## src/rtl/window_pattern_detector.sv

```systemverilog
// window_pattern_detector
// Sliding-window detector over a 1-bit serial stream. The last WINDOW samples
// are kept in a shift register (bit 0 = newest). A running ones count is
// maintained incrementally so that the threshold compares need no popcount
// tree. A hit is qualified by a full window and is then either
// kept overlapping (window keeps sliding) or used to restart the window.
// A saturating event counter accumulates hits.
module window_pattern_detector #(
    parameter  int WINDOW = 3,
    parameter  int EVT_W  = 16,
    localparam int CNT_W  = $clog2(WINDOW + 1)
) (
    input  logic              clk,
    input  logic              rst,
    input  logic              enable_i,
    input  logic              serial_pattern_i,
    input  logic [1:0]        mode_i,
    input  logic [CNT_W-1:0]  threshold_i,
    input  logic [WINDOW-1:0] pattern_i,
    input  logic [WINDOW-1:0] mask_i,
    input  logic              non_overlap_i,
    input  logic              clear_count_i,
    output logic              pattern_detected_o,
    output logic [CNT_W-1:0]  ones_count_o,
    output logic              window_full_o,
    output logic [EVT_W-1:0]  event_count_o
);

    // Detector condition encodings on mode_i.
    localparam logic [1:0] MODE_EXACT    = 2'b00;
    localparam logic [1:0] MODE_AT_LEAST = 2'b01;
    localparam logic [1:0] MODE_AT_MOST  = 2'b10;
    localparam logic [1:0] MODE_MATCH    = 2'b11;

    localparam logic [CNT_W-1:0] FILL_FULL_C = CNT_W'(WINDOW);
    localparam logic [CNT_W-1:0] CNT_ONE_C   = CNT_W'(1);
    localparam logic [EVT_W-1:0] EVT_MAX_C   = {EVT_W{1'b1}};
    localparam logic [EVT_W-1:0] EVT_ONE_C   = EVT_W'(1);

    // IDLE: flushed, FILL: collecting samples, ARMED: window full and sliding.
    typedef enum logic [1:0] {
        ST_IDLE  = 2'd0,
        ST_FILL  = 2'd1,
        ST_ARMED = 2'd2
    } state_t;

    state_t              state_r;
    logic [WINDOW-1:0]   hist_r;
    logic [CNT_W-1:0]    fill_r;
    logic [CNT_W-1:0]    ones_r;
    logic                pattern_detected_r;
    logic                window_full_r;
    logic [EVT_W-1:0]    event_count_r;

    logic [WINDOW-1:0]   hist_n_s;
    logic [CNT_W-1:0]    fill_n_s;
    logic [CNT_W-1:0]    ones_n_s;
    logic                full_now_s;
    logic                full_n_s;
    logic                oldest_s;
    logic                cond_s;
    logic                hit_s;
    logic                restart_s;
    logic [EVT_W-1:0]    event_count_n_s;

    // Next window contents, ones count and fill level for a sample taken this cycle.
    always_comb begin
        hist_n_s   = {hist_r[WINDOW-2:0], serial_pattern_i};
        // ARMED is held exactly while the fill counter sits at WINDOW, so the
        // state doubles as the "oldest bit is about to drop out" flag.
        full_now_s = (state_r == ST_ARMED);
        if (full_now_s) begin
            oldest_s = hist_r[WINDOW-1];
            fill_n_s = FILL_FULL_C;
        end else begin
            oldest_s = 1'b0;
            fill_n_s = fill_r + CNT_ONE_C;
        end
        // Modular arithmetic is safe here: the true result always lies in 0..WINDOW.
        ones_n_s = ones_r + CNT_W'(serial_pattern_i) - CNT_W'(oldest_s);
        full_n_s = (fill_n_s == FILL_FULL_C);
    end

    // Runtime-selected hit condition evaluated on the post-sample window.
    always_comb begin
        case (mode_i)
            MODE_EXACT:    cond_s = (ones_n_s == threshold_i);
            MODE_AT_LEAST: cond_s = (ones_n_s >= threshold_i);
            MODE_AT_MOST:  cond_s = (ones_n_s <= threshold_i);
            MODE_MATCH:    cond_s = (((hist_n_s ^ pattern_i) & mask_i) == {WINDOW{1'b0}});
            default:       cond_s = 1'b0;
        endcase
        hit_s     = enable_i & full_n_s & cond_s;
        restart_s = hit_s & non_overlap_i;
    end

    // Saturating hit counter; a clear coinciding with a hit leaves the new hit counted.
    always_comb begin
        if (clear_count_i) begin
            if (hit_s) begin
                event_count_n_s = EVT_ONE_C;
            end else begin
                event_count_n_s = {EVT_W{1'b0}};
            end
        end else if (hit_s && (event_count_r != EVT_MAX_C)) begin
            event_count_n_s = event_count_r + EVT_ONE_C;
        end else begin
            event_count_n_s = event_count_r;
        end
    end

    // Control FSM with window state and all registered outputs.
    always_ff @(posedge clk) begin
        if (rst) begin
            state_r            <= ST_IDLE;
            hist_r             <= {WINDOW{1'b0}};
            fill_r             <= {CNT_W{1'b0}};
            ones_r             <= {CNT_W{1'b0}};
            pattern_detected_r <= 1'b0;
            window_full_r      <= 1'b0;
            event_count_r      <= {EVT_W{1'b0}};
        end else begin
            event_count_r <= event_count_n_s;
            if (!enable_i) begin
                // Flush: the next hit needs WINDOW fresh samples.
                state_r            <= ST_IDLE;
                hist_r             <= {WINDOW{1'b0}};
                fill_r             <= {CNT_W{1'b0}};
                ones_r             <= {CNT_W{1'b0}};
                pattern_detected_r <= 1'b0;
                window_full_r      <= 1'b0;
            end else begin
                pattern_detected_r <= hit_s;
                case (state_r)
                    ST_IDLE, ST_FILL, ST_ARMED: begin
                        if (restart_s) begin
                            state_r       <= ST_FILL;
                            hist_r        <= {WINDOW{1'b0}};
                            fill_r        <= {CNT_W{1'b0}};
                            ones_r        <= {CNT_W{1'b0}};
                            window_full_r <= 1'b0;
                        end else begin
                            state_r       <= full_n_s ? ST_ARMED : ST_FILL;
                            hist_r        <= hist_n_s;
                            fill_r        <= fill_n_s;
                            ones_r        <= ones_n_s;
                            window_full_r <= full_n_s;
                        end
                    end
                    default: begin
                        // Unreachable encoding: recover to a clean flushed state.
                        state_r       <= ST_IDLE;
                        hist_r        <= {WINDOW{1'b0}};
                        fill_r        <= {CNT_W{1'b0}};
                        ones_r        <= {CNT_W{1'b0}};
                        window_full_r <= 1'b0;
                    end
                endcase
            end
        end
    end

    assign pattern_detected_o = pattern_detected_r;
    assign ones_count_o       = ones_r;
    assign window_full_o      = window_full_r;
    assign event_count_o      = event_count_r;

endmodule

```

## config.mk

```make
export PLATFORM = sky130hd
export DESIGN_NAME = window_pattern_detector
export DESIGN_NICKNAME = d
export VERILOG_FILES = /design/src/rtl/window_pattern_detector.sv
export SDC_FILE = /design/constraint.sdc
export NUM_CORES = 1
export LEC_CHECK = 0
export BUFFER_PORTS_ARGS = -buffer_cell sky130_fd_sc_hd__buf_2
export CELL_PAD_IN_SITES_DETAIL_PLACEMENT = 1
export CELL_PAD_IN_SITES_GLOBAL_PLACEMENT = 2
export CORE_MARGIN = 2
export CORE_UTILIZATION = 30
export CTS_BUF_LIST = sky130_fd_sc_hd__clkbuf_4 sky130_fd_sc_hd__clkbuf_8 sky130_fd_sc_hd__clkbuf_16
export CTS_CLUSTER_SIZE = 20
export DETAILED_ROUTE_END_ITERATION = 8
export PLACE_DENSITY_LB_ADDON = 0.12
export SETUP_SLACK_MARGIN = 0.2
export SYNTH_ARGS = -nofsm -noshare
export SYNTH_HDL_FRONTEND = slang
export SYNTH_SLANG_ARGS = --single-unit
```

## constraint.sdc

```tcl
create_clock -name clk -period 7.05 [get_ports clk]
set_clock_uncertainty 0.1 [all_clocks]
set_input_delay 0.705 -clock clk [delete_from_list [all_inputs] [get_ports clk]]
set_output_delay 0.705 -clock clk [all_outputs]
set_load 0.1 [all_outputs]
```

After elaboration in Yosys (flattened, before gate mapping)
Index checks and enable logic that the tools add are counted.
{"block": "op_classes", "addsub": 4, "order_cmp": 2, "n_eq_ne": 8, "n_mux": 8, "bitwise": 7, "n_reduce_logical": 9}
{"cell": "16-bit two-way mux", "n": 2}
{"cell": "16-bit by 1-bit adder with 16-bit output, second input constant", "n": 1}
{"cell": "16-bit inequality test, second input constant", "n": 1}
{"cell": "2-bit == test, second input constant", "n": 4}
{"cell": "3-bit OR reduction", "n": 2}
{"cell": "2-bit by 1-bit == test with 1-bit output, second input constant", "n": 2}
{"cell": "2-bit logical NOT", "n": 2}
{"cell": "2-bit two-way mux", "n": 2}
{"cell": "1-bit case mux with 4 select lines", "n": 1}
{"cell": "4-bit OR reduction", "n": 1}
{"cell": "1-bit AND", "n": 3}
{"cell": "3-bit AND", "n": 1}
{"cell": "3-bit logical NOT", "n": 1}
{"cell": "1-bit two-way mux", "n": 3}
{"cell": "3-bit XOR", "n": 1}
{"cell": "2-bit by 1-bit adder with 2-bit output", "n": 1}
{"cell": "2-bit by 1-bit adder with 2-bit output, second input constant", "n": 1}
{"cell": "2-bit == test", "n": 1}
{"cell": "2-bit >= comparator", "n": 1}
{"cell": "2-bit <= comparator", "n": 1}
{"cell": "1-bit inverter", "n": 2}
{"cell": "2-bit nonzero test", "n": 1}
{"cell": "2-bit OR reduction", "n": 1}
{"cell": "2-bit by 1-bit subtractor with 2-bit output", "n": 1}
{"cell": "1-bit logical AND", "n": 1}
{"block": "word_totals", "regBits": 27, "input_bits": 16, "out_inout_bits": 20, "word_cells": 46}

Logic depth before layout (Yosys ltp)
Gate-level depths: netlist (run 1).
{"block": "depth", "word_depth": 9, "mapped_depth": 15}

Least setup slack after synthesis (run 1)
No wires, ideal clock.
{"block": "synth_timing", "path_kind": "register to register", "from": "register state_r[1]", "to": "register event_count_r[11] (netlist: event_count_o[11])", "t_arrival_ns": 3.472, "slack_ns": 3.415, "path_stages_with_launch": 15, "synth_period_minus_slack_ns": 3.635, "path_cell_list": "dfxtp_1 > nor2b_4 > and2_1 > ha_1 > inv_1 > ha_1 > xnor2_1 > xnor2_1 > ha_1 > nand2b_1 > nand3b_1 > a31oi_1 > nand2_1 > or4_1 > nand2_1"}
{"block": "synth_via", "elab_chain_len": 8, "elab_cells_between_ends": 13, "classes_between": "1 x add/sub; 2 x order compare; 3 x eq/ne; 3 x mux; 2 x bitwise; 2 x reduce/logical"}
{"element": "start: declaration", "line": "47", "source": "state_t state_r;"}
{"element": "start signal: assignment", "line": "143", "source": "state_r <= full_n_s ? ST_ARMED : ST_FILL;"}
{"element": "2-bit == test *", "line": "71", "source": "full_now_s = (state_r == ST_ARMED);"}
{"element": "1-bit two-way mux *", "line": "72", "source": "if (full_now_s) begin"}
{"element": "2-bit by 1-bit subtractor with 2-bit output *", "line": "80", "source": "ones_n_s = ones_r + CNT_W'(serial_pattern_i) - CNT_W'(oldest_s);"}
{"element": "via ones_n_s[1]", "line": "57", "source": "logic [CNT_W-1:0] ones_n_s;"}
{"element": "2-bit <= comparator (tied with other cells)", "line": "89", "source": "MODE_AT_MOST: cond_s = (ones_n_s <= threshold_i);"}
{"element": "1-bit case mux with 4 select lines *", "line": "86", "source": "case (mode_i)"}
{"element": "1-bit AND *", "line": "93", "source": "hit_s = enable_i & full_n_s & cond_s;"}
{"element": "1-bit logical AND *", "line": "105", "source": "end else if (hit_s && (event_count_r != EVT_MAX_C)) begin"}
{"element": "2-bit nonzero test (no line) *"}
{"element": "end signal: assignment", "line": "121", "source": "event_count_r <= {EVT_W{1'b0}};"}
{"element": "end signal: assignment", "line": "123", "source": "event_count_r <= event_count_n_s;"}
{"element": "end: declaration", "line": "53", "source": "logic [EVT_W-1:0] event_count_r;"}
Mark *: on every way through the listed nets, which the timed path passes. The rest lies on a longest branch.
A chain may end at the register's enable or synchronous reset.

Worst setup path after layout (run 1)
Same ends and word-level chain as after synthesis.

==> metrics.txt, run 1 <==
Detailed Route WL 3670 um; hold path cells 1; TritonCTS clock tree done; Total Neg Setup Slack 0 ns; Synth-to-Final Area Change 21.2%; flop-to-flop setup slack 3.89 ns; crit path kind flop to flop; worst slew pin tran 0.613 ns; quantity of I/O buffers inserted on ports 35; critical path cell sequence nor2b_4, and2_1, ha_1, inv_1, ha_1, xnor2_1, xnor2_1, ha_1, nand2b_1, nand3b_1, a31oi_1, buf_4, nand2_1, or4_1, nand2_1; antenna fix cells 0; count of instances resized after the clock tree is built 0; Initial Util 31.3%; aggregate global routing overflow 0; number of buffers added by the clock tree synthesis step 3; internal power 0.237 mW; maximum buffer depth of the clock tree 2; P_sw 0.0735 mW; type of element capturing the critical path flop; required time at the endpoint of the critical path 7.18 ns; global-route wire length before repair 6150 um; status complete, no violations; number of global-route vias before repair 1297; Cell Area, Synth 1360 um^2; Post-DP HPWL 2810 um; Mapped Avg Cell Area 8.96 um^2; clk_lat worst skew 0.27 ns; DRC violation count after routing 0; peak supply drop 0.0691 mV; final estimated routing congestion in global placement 0.763; startpoint of the most critical setup path state_r[1]; nets in the synthesized netlist 173; number of antenna violations at the first check in global routing 0; stage delay of the slowest cell on the critical path 0.52 ns; Tcrit/Tclk final 44.8%; dpl cell area 1580 um^2; detailed-route wire length per cell 15.2 um; Hold Startpoint fill_r[0]; flip-flop and latch count after synthesis 26; proportion of power drawn by the clock network 41.1%; distinct cell type count of the synthesized netlist 45; count of final setup violators 0; Detailed Routing Iterations Pass 1 4; most common library cell in the layout ignoring fill and taps buf_2; Final Worst Setup Slack 3.89 ns; Ports 36; Clock Root Buffer clkbuf_8; post-detailed-route count of antenna-violating nets 0; fillcell total 526; vertical die dimension 71.4 um; first-iteration detailed-routing DRC count 47; Max Freq 316 MHz; synthesized netlist cell count 152; die area 5090 um^2; endpoint arrival time on the critical path 3.29 ns; setup repair after global routing missed its margin no; number of hold-slack violations in the final timing report 0; post-CTS setup-driven buffer insertion count 0; total vias in the final route 1256; combinational fraction of design power 10.5%; hold worst-path end fill_r[0]; Power Dens Cells 188 nW/um^2; min cycle time layout 3.16 ns; Register-to-Register Path Depth 15; detail-routed via count per cell 5.21; reg2reg start state_r[1]; Worst path slowest cell or4_1; top fanout value on the critical path 11; Core Rows 24; static leakage 0.728 nW; crit path launch type flop; cell occurring most often along the worst timing path ha_1; Max Cap Viol 0; final net count 211; worst hold-check path type flop to flop; reg-to-reg critical path endpoint event_count_o[11]; CTS Hold Buffers Added 0; die span in x 71.4 um; fraction of final layout cells with drive strength greater than 1 27.5%; clock tree sinks 26; Sw Share 23.7%; Max Transition Viols Final 0; Warnings, synthesis 0; clock-pin slew reported for the worst setup and hold paths after clock tree synthesis 0.10 ns; Max-Slew Margin vs Limit 58.9%; post-synthesis sequential area ratio 38.2%; floorplan core area 4350 um^2; power share of the sequential group 48.4%; largest net degree at the start of global routing 16; total global routing track utilization 15.2%; worst setup slack after placement 3.87 ns; design area 1650 um^2; commonest cells after routing, fill and taps aside 35 x buf_2, 26 x dfxtp_1, 15 x nor2_1, 9 x nand3_1; # H-tree levels 1
## routing by layer
layer | track usage [%] | share of wire (%) | vias up
li1 | - | - | 620
met1 | 19.0 | 46 | 598
met2 | 26.4 | 48 | 33
met3 | 2.39 | 4.6 | 5
met4 | 5.45 | 1.5 | 0
met5 | 0 | 0 | -
## power by group through the flow
stage / logic, mW / clock network, mW / registers [mW]
detailed placement: 0.0331 / 0 / 0.154
finish: 0.0327 / 0.127 / 0.150
global placement: 0.0323 / 0 / 0.153
CTS: 0.0333 / 0.133 / 0.150
global route: 0.0363 / 0.137 / 0.150
floorplan: 0.0194 / 0 / 0.158
## cell usage after synthesis (all sizes together)
| cell | count | share of area [%] |
|---|---|---|
| a311oi | 1 | 0.64 |
| o21ai | 7 | 2.6 |
| o221a | 1 | 1.5 |
| and2b | 1 | 0.55 |
| ha | 5 | 4.6 |
| and2 | 3 | 1.5 |
| nand4 | 6 | 3.2 |
| xor2 | 6 | 3.9 |
| a21oi | 8 | 2.9 |
| o211ai | 1 | 0.55 |
| a31oi | 2 | 0.92 |
| nor2 | 15 | 4.1 |
| o41ai | 2 | 1.3 |
| nand2 | 9 | 3.0 |
| nand3 | 11 | 5.3 |
| a211oi | 1 | 0.55 |
| xnor2 | 5 | 3.2 |
| nand2b | 2 | 0.92 |
| nor3b | 1 | 0.55 |
| or2 | 1 | 0.46 |
| buf | 2 | 1.9 |
| and4 | 1 | 0.64 |
| or4 | 1 | 0.55 |
| and4bb | 1 | 0.92 |
| nor3 | 1 | 0.37 |
| and3 | 9 | 4.4 |
| or3 | 5 | 2.3 |
| o311ai | 2 | 1.3 |
| inv | 7 | 1.9 |
| clkbuf | 1 | 0.28 |
| dfxtp | 26 | 38 |
| nand3b | 2 | 1.1 |
| nor2b | 4 | 2.6 |
| mux2i | 1 | 0.74 |
| o22ai | 1 | 0.46 |
## how the worst max path moves through the flow
stage	end	slack, ns	cells after the start
after floorplan	event_count_o[11]	3.41	14
after global placement	event_count_o[11]	4.00	15
after detailed placement	event_count_o[11]	3.87	15
after CTS	event_count_o[11]	3.84	15
after global routing	event_count_o[11]	3.65	15
final	event_count_o[11]	3.89	15
## final cells by class
cell class / instances / area (um^2) / share of cell area (%)
Clock buffer: 3 / 41.3 / 2.50
Clock inverter: 1 / 30.0 / 1.82
Inverter: 7 / 26.3 / 1.59
Multi-Input combinational cell: 116 / 785 / 47.5
Sequential cell: 26 / 520 / 31.5
Tap cell: 52 / 65.1 / 3.94
Timing Repair Buffer: 36 / 183 / 11.1
## registers in the layout, summed over array words and instances (netlist names)
| name | count |
|---|---|
| event_count_o | 16 |
| ones_count_o | 2 |
| fill_r | 2 |
| pattern_detected_o | 1 |
| hist_r | 3 |
| state_r | 2 |
## through the flow
step / power [mW] / utilization, % / hold slack [ns] / std cells
6_report: 0.310 / 37.9 / 0.379 / 241
5_1_grt: 0.324 / 37.9 / 0.411 / 241
4_1_cts: 0.317 / 37.9 / 0.380 / 241
3_5_place_dp: 0.187 / 36.3 / 0.363 / 237
3_3_place_gp: 0.186 / 36.3 / 0.344 / 237
2_1_floorplan: 0.177 / - / 0.331 / 152
## logic make-up after synthesis
family / after synthesis / synth area share [%]
adders and majority gates: 5 / 4.60
DFF: 26 / 38.2
xor gates and xnor gates: 11 / 7.08
AOI/OAI and AO/OA: 26 / 12.7
and+or+nand+nor: 73 / 32.5
muxes: 1 / 0.735
buffers and inverters: 10 / 4.14
## critical path, delay by kind of cell (launching register included)
family	cells	cell delay, ns
flip-flops	1	0.34
AND/OR/NAND/NOR	7	1.19
adder cells (fa/ha/maj)	3	0.72
XOR/XNOR	2	0.34
AO/OA/AOI/OAI	1	0.17
buffers and inverters	2	0.26
Note: power is estimated with default switching activity, not from simulation.
==> run 2: changes to the inputs <==
Clock period 7.05 ns to 3.3 ns, I/O delays scaled along.
==> metrics.txt, run 2 (same netlist as run 1, synthesis figures left out) <==
Synth-to-Final Area Change 31.5% (was 21.2%); clk_lat worst skew 0.27 ns (about the same); quantity of I/O buffers inserted on ports 35 (unchanged); status complete, no violations (unchanged); type of element capturing the critical path flop (unchanged); detail-routed via count per cell 5.13 (was 5.21); fraction of final layout cells with drive strength greater than 1 36.9% (was 27.5%); fillcell total 522 (was 526); largest net degree at the start of global routing 16 (unchanged); stage delay of the slowest cell on the critical path 0.39 ns (was 0.52 ns); peak supply drop 0.137 mV (was 0.0691 mV); worst setup slack after placement 0.208 ns (was 3.87 ns); critical path cell sequence nor2b_4, and2_4, ha_4, inv_2, ha_4, xnor2_2, xnor2_1, ha_1, nand2b_1, nand3b_1, a31oi_4, buf_6, nand3_4, or3_4, a21oi_2 (was nor2b_4, and2_1, ha_1, inv_1, ha_1, xnor2_1, xnor2_1, ha_1, nand2b_1, nand3b_1, a31oi_1, buf_4, nand2_1, or4_1, nand2_1); Tcrit/Tclk final 95.2% (was 44.8%); clock tree sinks 26 (unchanged); aggregate global routing overflow 0 (unchanged); static leakage 0.781 nW (was 0.728 nW); worst hold-check path type primary input to flop (was flop to flop); most common library cell in the layout ignoring fill and taps buf_2 (unchanged); clock-pin slew reported for the worst setup and hold paths after clock tree synthesis 0.10 ns (about the same); Core Rows 24 (unchanged); maximum buffer depth of the clock tree 2 (unchanged); count of final setup violators 0 (unchanged); Detailed Route WL 3770 um (was 3670 um); final net count 220 (was 211); Post-DP HPWL 2830 um (was 2810 um); max reg flops 16 (unchanged); crit path launch type flop (unchanged); reg2reg start state_r[1] (unchanged); number of buffers added by the clock tree synthesis step 3 (unchanged); # H-tree levels 1 (unchanged); Max-Slew Margin vs Limit 57.7% (was 58.9%); Detailed Routing Iterations Pass 1 4 (unchanged); design area 1790 um^2 (was 1650 um^2); floorplan core area 4350 um^2 (unchanged); required time at the endpoint of the critical path 3.41 ns (was 7.18 ns); Register-to-Register Path Depth 15 (unchanged); detailed-route wire length per cell 15.1 um (was 15.2 um); worst slew pin tran 0.631 ns (was 0.613 ns); number of global-route vias before repair 1322 (was 1297); Final Worst Setup Slack 0.157 ns (was 3.89 ns); global-route wire length before repair 6130 um (was 6150 um); number of hold-slack violations in the final timing report 0 (unchanged); DRC violation count after routing 0 (unchanged); Critical Path End event_count_o[7] (was event_count_o[11]); Max Transition Viols Final 0 (unchanged); setup repair after global routing missed its margin yes (was no); CTS Hold Buffers Added 0 (unchanged); TritonCTS clock tree done (unchanged); final estimated routing congestion in global placement 0.726 (was 0.763); Power Dens Cells 375 nW/um^2 (was 188 nW/um^2); reg-to-reg critical path endpoint event_count_o[7] (was event_count_o[11]); vertical die dimension 71.4 um (unchanged); number of antenna violations at the first check in global routing 0 (unchanged); Min Hold Slack 0.215 ns (was 0.379 ns); Total Neg Setup Slack 0 ns (unchanged); Final Power 0.672 mW (was 0.310 mW); die span in x 71.4 um (unchanged); Initial Util 31.3% (unchanged); total global routing track utilization 15.2% (about the same); cell occurring most often along the worst timing path ha_4 (was ha_1); dpl cell area 1590 um^2 (was 1580 um^2); Worst path slowest cell or3_4 (was or4_1); total vias in the final route 1282 (was 1256); Ports 36 (unchanged); commonest cells after routing, fill and taps aside 35 x buf_2, 24 x dfxtp_1, 15 x nor2_1, 9 x nand3_1, 9 x buf_4 (was 35 x buf_2, 26 x dfxtp_1, 15 x nor2_1, 9 x nand3_1); Max Cap Viol 0 (unchanged); startpoint of the most critical setup path state_r[1] (unchanged); endpoint arrival time on the critical path 3.25 ns (was 3.29 ns); first-iteration detailed-routing DRC count 36 (was 47); die area 5090 um^2 (unchanged); top fanout value on the critical path 8 (was 11); min cycle time layout 3.14 ns (was 3.16 ns); Clock Root Buffer clkbuf_8 (unchanged); Max Freq 318 MHz (was 316 MHz); crit path kind flop to flop (unchanged); antenna fix cells 0 (unchanged); flop-to-flop setup slack 0.16 ns (was 3.89 ns); post-detailed-route count of antenna-violating nets 0 (unchanged)
## run 2: layer usage
metal	vias to the layer above	GRT usage (%)	part of all wire, %
met2	33	26.7	50
met4	0	5.45	1.2
met1	604	18.5	43
met3	4	2.67	5.0
met5	-	0	0
li1	641	-	-
## run 2: worst min path at each step
stage	endpoint	from	depth (start not counted)	slack, ns
floorplan	event_count_o[0]	rst	1	0.30
global placement	fill_r[0]	fill_r[0]	1	0.34
detailed placement	fill_r[0]	fill_r[0]	1	0.36
CTS	event_count_o[0]	rst	2	0.22
global route	event_count_o[0]	rst	2	0.21
finish	event_count_o[0]	rst	2	0.22
## run 2: layout make-up
class / instances / area [um^2] / share of cell area (%)
Timing Repair Buffer: 45 / 254 / 14.2
Multi-Input combinational cell: 116 / 848 / 47.4
Inverter: 7 / 26.3 / 1.47
Sequential cell: 26 / 526 / 29.4
Clock inverter: 1 / 30.0 / 1.68
Tap cell: 52 / 65.1 / 3.63
Clock buffer: 3 / 41.3 / 2.31
## run 2: what timing repair did
item                       in CTS  in global routing
pin swaps                       0                 13
setup endpoints to repair       2                 10
resized for setup               1                 14
buffers inserted                0                  9
## run 2: power by group
part	internal [mW]	switching (mW)
registers	0.317	0.00317
clock network	0.162	0.105
logic	0.0348	0.0499
total	0.514	0.158
## run 2: through the flow
| stage | std cells | utilization [%] |
|---|---|---|
| 6_report | 250 | 41.1 |
| 5_1_grt | 250 | 41.1 |
| 4_1_cts | 241 | 38.2 |
| 3_5_place_dp | 237 | 36.5 |
| 2_1_floorplan | 152 | - |
| 3_3_place_gp | 237 | 36.5 |
## run 2: critical path: cells and delay by family (launching register included)
family,cells,cell delay [ns]
AO/OA/AOI/OAI,2,0.37
buffers and inverters,2,0.22
XOR/XNOR,2,0.39
flip-flops,1,0.36
adder cells (fa/ha/maj),3,0.70
AND/OR/NAND/NOR,6,0.94
